## config.mk

```make
export PLATFORM = sky130hd
export DESIGN_NAME = window_addr_sequencer
export DESIGN_NICKNAME = d
export VERILOG_FILES = /design/src/rtl/window_addr_sequencer.sv
export SDC_FILE = /design/constraint.sdc
export NUM_CORES = 1
export LEC_CHECK = 0
export ABC_AREA = 1
export BUFFER_PORTS_ARGS = -buffer_cell sky130_fd_sc_hd__clkbuf_2
export CORE_MARGIN = 1.5
export CORE_UTILIZATION = 54
export CTS_BUF_LIST = sky130_fd_sc_hd__clkbuf_4 sky130_fd_sc_hd__clkbuf_8
export DETAILED_ROUTE_END_ITERATION = 10
export HOLD_SLACK_MARGIN = 0.1
export PLACE_DENSITY = 0.87
export SLEW_MARGIN = 20
export SYNTH_ARGS = -nofsm -noshare
export SYNTH_HDL_FRONTEND = slang
export SYNTH_SLANG_ARGS = --single-unit
```

## constraint.sdc

```tcl
create_clock -name clk -period 2.84 [get_ports clk]
set_input_delay 0.426 -clock clk [delete_from_list [all_inputs] [get_ports clk]]
set_output_delay 0.426 -clock clk [all_outputs]
set_load 0.02 [all_outputs]
```

## src/rtl/window_addr_sequencer.sv

```systemverilog
// rtl/window_addr_sequencer.sv - raster 3x3 window address generator over a zero-padded image
// Optional abort input enabled by defining WAS_ABORT_EN.
module window_addr_sequencer #(
    parameter int IMG_W = 800,
    parameter int IMG_H = 600,
    parameter int AW    = 19
) (
    input  logic          clk,
    input  logic          rst_n,
    input  logic          start,
`ifdef WAS_ABORT_EN
    input  logic          abort,
`endif
    output logic          busy,
    output logic          done,
    output logic          out_valid,
    input  logic          out_ready,
    output logic [AW-1:0] a0,
    output logic [AW-1:0] a1,
    output logic [AW-1:0] a2,
    output logic [AW-1:0] a3,
    output logic [AW-1:0] a4,
    output logic [AW-1:0] a5,
    output logic [AW-1:0] a6,
    output logic [AW-1:0] a7,
    output logic [AW-1:0] a8,
    output logic [AW-1:0] opix
);
    localparam int CW = $clog2(IMG_W + 1);
    localparam int RW = $clog2(IMG_H + 1);

    typedef enum logic [1:0] {IDLE, RUN, DONE} state_t;

    state_t        state;
    logic [CW-1:0] col;
    logic [RW-1:0] row;
    logic [AW-1:0] a_q [9];
    logic          last_col;
    logic          last_row;
    logic [AW-1:0] step;

    // Offset of window tap i from the window base in the padded layout.
    function automatic logic [AW-1:0] win_off(input int i);
        return AW'((i / 3) * (IMG_W + 2) + (i % 3));
    endfunction

    assign last_col = (col == CW'(IMG_W - 1));
    assign last_row = (row == RW'(IMG_H - 1));
    // End of row jumps over the right pad of this row and left pad of the next.
    assign step     = last_col ? AW'(3) : AW'(1);

    always_ff @(posedge clk or negedge rst_n) begin
        if (!rst_n) begin
            state     <= IDLE;
            busy      <= 1'b0;
            done      <= 1'b0;
            out_valid <= 1'b0;
            col       <= '0;
            row       <= '0;
            opix      <= '0;
            for (int i = 0; i < 9; i++) a_q[i] <= '0;
        end else begin
            done <= 1'b0;
            case (state)
                IDLE: begin
                    if (start) begin
                        state     <= RUN;
                        busy      <= 1'b1;
                        out_valid <= 1'b1;
                        col       <= '0;
                        row       <= '0;
                        opix      <= '0;
                        for (int i = 0; i < 9; i++) a_q[i] <= win_off(i);
                    end
                end
                RUN: begin
`ifdef WAS_ABORT_EN
                    if (abort) begin
                        state     <= IDLE;
                        busy      <= 1'b0;
                        out_valid <= 1'b0;
                        col       <= '0;
                        row       <= '0;
                        opix      <= '0;
                        for (int i = 0; i < 9; i++) a_q[i] <= '0;
                    end else
`endif
                    if (out_ready) begin
                        if (last_col && last_row) begin
                            state     <= DONE;
                            busy      <= 1'b0;
                            out_valid <= 1'b0;
                            done      <= 1'b1;
                        end else begin
                            opix <= opix + AW'(1);
                            for (int i = 0; i < 9; i++) a_q[i] <= a_q[i] + step;
                            if (last_col) begin
                                col <= '0;
                                row <= row + RW'(1);
                            end else begin
                                col <= col + CW'(1);
                            end
                        end
                    end
                end
                DONE: begin
                    state <= IDLE;
                    col   <= '0;
                    row   <= '0;
                end
                default: state <= IDLE;
            endcase
        end
    end

    assign a0 = a_q[0];
    assign a1 = a_q[1];
    assign a2 = a_q[2];
    assign a3 = a_q[3];
    assign a4 = a_q[4];
    assign a5 = a_q[5];
    assign a6 = a_q[6];
    assign a7 = a_q[7];
    assign a8 = a_q[8];
endmodule
```

# After elaboration in Yosys (flattened, before gate mapping)
# Index checks and enable logic that the tools add are counted.
# op_classes
n_addsub,12
n_eq_ne,9
mux,29
reduce_logical,9
# ops
operator,n
171-bit two-way mux,3
171-bit one-hot mux with 2 select lines,1
19-bit by 2-bit adder with 19-bit output,9
10-bit two-way mux,7
10-bit one-hot mux with 3 select lines,2
19-bit two-way mux,3
19-bit one-hot mux with 2 select lines,1
"10-bit by 1-bit adder with 10-bit output, second input constant",2
"10-bit == test, second input constant",2
"19-bit by 1-bit adder with 19-bit output, second input constant",1
4-bit AND reduction,3
"2-bit != test, second input constant",5
2-bit two-way mux,4
1-bit two-way mux,6
5-bit AND reduction,1
2-bit one-hot mux with 2 select lines,1
3-bit AND reduction,1
3-bit nonzero test,1
"2-bit by 1-bit == test with 1-bit output, second input constant",1
"2-bit == test, second input constant",1
2-bit logical NOT,1
1-bit one-hot mux with 2 select lines,1
2-bit nonzero test,1
1-bit logical AND,1
# word_totals
ff_bits,214
output_inout_bits,193

# Logic depth before layout (Yosys ltp)
# logic_depth
word_depth,6
depth_mapped,17
depth_no_buf,17

# Worst setup path after synthesis
# No wires, ideal clock.
# synth_timing
kind,reg-to-reg
start,register col[0]
end,register a_q (netlist bit a3[16])
arrival_time_ns,2.599
slack_ns,0.125
stages_incl_launch_ff,18
n_path_buf,0
synth_period_minus_slack_ns,2.715
path_cell_list,dfrtp_1 ha_1 nand2_2 nor2_2 inv_2 nor2_4 inv_1 fa_1 inv_1 nand2_1 nor2_1 nand2_1 nor2_1 nand2_1 nand2_1 nand2_1 nand2_1 nand2_1
# synth_between
elab_chain_len,6
# synth_lines
element,line,text
start: declaration,35,logic [CW-1:0] col;
start signal: assignment,101,col <= col + CW'(1);
10-bit == test *,47,assign last_col = (col == CW'(IMG_W - 1));
2-bit two-way mux,50,assign step = last_col ? AW'(3) : AW'(1);
19-bit by 2-bit adder with 19-bit output,96,for (int i = 0; i < 9; i++) a_q[i] <= a_q[i] + step;
171-bit two-way mux,89,if (last_col && last_row) begin
171-bit two-way mux,88,if (out_ready) begin
171-bit one-hot mux with 2 select lines,64,case (state)
end: declaration,37,logic [AW-1:0] a_q [9];
# Mark *: on every way between the ends. The rest lies on a longest branch, timed or not. The select of a mux whose other input is x is not followed.
# A chain may end at the register's enable or synchronous reset.

# Final worst setup path
# layout_timing
start,register col[1]
end,register a_q (netlist bit a4[12])
# The elaborated chain is that of the path after synthesis.

==> results.toml <==
[route]
top_layer = "met4"
met2_length_um = 16090
postRouteAntennaNets = 0
num_vias = 12725
drtIter0Drc = 1002
m1WireLength_um = 14730
wl_met3_um = 2441
avgRoutedWirePerCell_um = 14.33
via_per_inst = 5.342
wirelength_um = 34150
drc = 0
dr.pass1.iters = 5

[sta]
setup_viol = 0
slew_headroom = 0.3074
finalSetupTns_ns = 0
hold_slack_ns = 0.2040
fmax_mhz = 377.1
drv_slew = 0
worst_pin_slew_ns = 1.037
period_share = 0.9336
fin_skew_ns = 0.02343
hold_viol = 0
layout_min_cycle_time_ns = 2.652

[synth]
yosysSeqAreaShare = 0.4097
synth_edf_count = 0
synth_seq_cells = 214
avgSynthCellArea_um2 = 7.103
yosys.area.top_type = "dfrtp_1"
netlist_area_mm2 = 0.01307
ys_top_cells_by_area = "dfrtp_1 41%, nand2_1 21%, nor2_1 6.8%"
syn-num-nets = 1865
post-synth-top-count-cell = "nand2_1"
synth_top_area_frac = 0.4097
ys_types = 35
yosys_warnings = 0
ys.flop_type = "dfrtp_1"
async_flop_share = 1.000
netlist_instances = 1840
synth_commonest_cells = "729 x nand2_1, 236 x nor2_1, 214 x dfrtp_1, 131 x nand3_1, 108 x inv_1"

[critical_path]
critical_path_arrival_ns = 3.04
critPathSlowestCell = "fa_1"
endpoint_kind = "flop"
worstPathCellList = "ha_2, nand2_2, nor2_4, inv_2, nor2_4, clkinvlp_4, fa_1, inv_1, nand2_1, nor2_2, nand2_1, nor2_2, xnor2_1, o21ai_0"
rr_startpoint = "col[1]"
cp-startpoint = "col[1]"
critPathMaxFanout = 5
worstPathRequired_ns = 3.23
cpPeakStageDelay_ns = 0.43
critPathLaunchType = "flop"
path_class = "flop to flop"

[cts]
clk_path_buf_depth = 3
clk_latency_ns = 0.53
cts_tree = "yes"
path_clk_slew_ns = 0.06
clkSinkCount = 214
htreeDepth = 2
clockRootBuffer = "clkbuf_8"
cts_made_buffers = 39

[power_and_ir_drop]
vdd_drop_max_mv = 0.3964
total_power_mw = 9.496
powerDensity_mw_per_mm2 = 624.8
p_leak_nw = 7.360

[place]
dp_hpwl_um = 22940
place.gp.congestion = 0.8967
port-buffer-count = 196

[floorplanning]
dieArea_mm2 = 0.02515
start_util = 0.5535
die_h_um = 158.6
ios = 197
dieWidth_um = 158.6
row_count = 56
core_area_mm2 = 0.02361

[finish]
synthToLayoutAreaGrowth_pct = 16.29
nets = 2065
n_fill_cell = 2003
n_antenna_cell = 0
drive_gt1_frac = 0.1561

[run]
max-cap-violations = 0

[grt]
antenna_found_initial = 0
grt_pass1_vias = 11856
grt_use_total = 0.2745
grt_overflow = 0
grt_max_degree = 122
grt_pass1_wl_um = 56250

[worst_hold_path]
worstHoldStart = "out_ready"
hp-class = "input pin to flop"

[outcome]
status = "finished, final reports clean"
-- through the flow --
stage	cell area (µm²)	worst slack (ns)	instances	util
after floorplan	13070	0.1249	1840	-
after global placement	14260	0.1872	2314	0.6041
after CTS	15110	0.05935	2379	0.6397
after detailed placement	14260	0.1143	2314	0.6041
after global routing	15200	-0.0001856	2382	0.6437
final	15200	0.1885	2382	0.6437
-- cells in the final DEF, fill, tap and decap left out, drive strengths merged, types with 5 or more instances in the layout --
cell | Yosys | final
nand2 | 731 | 731
clkbuf | 15 | 252
nor2 | 241 | 241
dfrtp | 214 | 214
nand3 | 132 | 132
o21ai | 126 | 126
inv | 110 | 110
xor2 | 62 | 62
xnor2 | 35 | 35
nand4 | 29 | 29
o21bai | 23 | 23
nor3 | 21 | 21
buf | 39 | 17
or2 | 14 | 14
nand3b | 13 | 13
ha | 12 | 12
fa | 9 | 9
a21oi | 7 | 7
clkinv | 1 | 5
-- logic make-up after synthesis --
| logic type | count (synthesis) | synth area share |
|---|---|---|
| AOI/OAI and AO/OA | 160 | 0.06692 |
| xor gates and xnor gates | 97 | 0.06500 |
| adders and majority gates | 21 | 0.02527 |
| buffers and inverters | 165 | 0.06309 |
| DFF | 214 | 0.4097 |
| and+or+nand+nor | 1183 | 0.3700 |
-- final timing paths --
path                                  to  slack (ns)  depth (start not counted)
worst max-delay path              a4[12]        0.19                         14
worst min-delay path            state[1]        0.20                          3
max in group asynchronous        opix[0]        1.59                          3
worst min register to register    a3[17]        0.51                          2
worst max register to register    a4[12]        0.19                         14
min in group asynchronous       opix[11]        0.50                          2
-- power breakdown --
| part | internal (mW) | switching (mW) | total (mW) | leakage (nW) |
|---|---|---|---|---|
| sequential | 3.44 | 0.641 | 4.08 | 2.89 |
| clock | 1.85 | 1.31 | 3.16 | 0.442 |
| combinational | 0.807 | 1.45 | 2.25 | 4.02 |
-- worst max-delay path, delay by kind of cell (launching register included) --
family          cells  cell delay, ns
compound gates      1            0.09
xor+xnor            1            0.14
simple gates        7            0.86
flops               1            0.41
buf+inv             3            0.36
fa+ha+maj           2            0.64
-- what timing repair did --
action / 4_1_cts / 5_1_grt
setup buffers: 0 / 3
hold buffers: 1 / 0
hold endpoints to repair: 80 / 0
resized for setup: 0 / 22
setup endpoints to repair: 0 / 27
-- cell type report --
type,instances,area (µm²),share of cell area
Inverter,111,420.4,0.02766
Multi-Input combinational cell,1461,6979,0.4592
Tap cell,319,399.1,0.02626
Clock buffer,57,747.0,0.04914
Clock inverter,7,85.08,0.005598
Sequential cell,214,5356,0.3524
Timing Repair Buffer,213,1212,0.07977
-- per-layer routing --
| layer | vias up | global-route usage |
|---|---|---|
| met3 | 75 | 0.06070 |
| met1 | 5996 | 0.3505 |
| met2 | 409 | 0.4560 |
| li1 | 6245 | - |
| met4 | 0 | 0.1028 |
| met5 | - | 0 |
(Power assumes the default switching activity.)
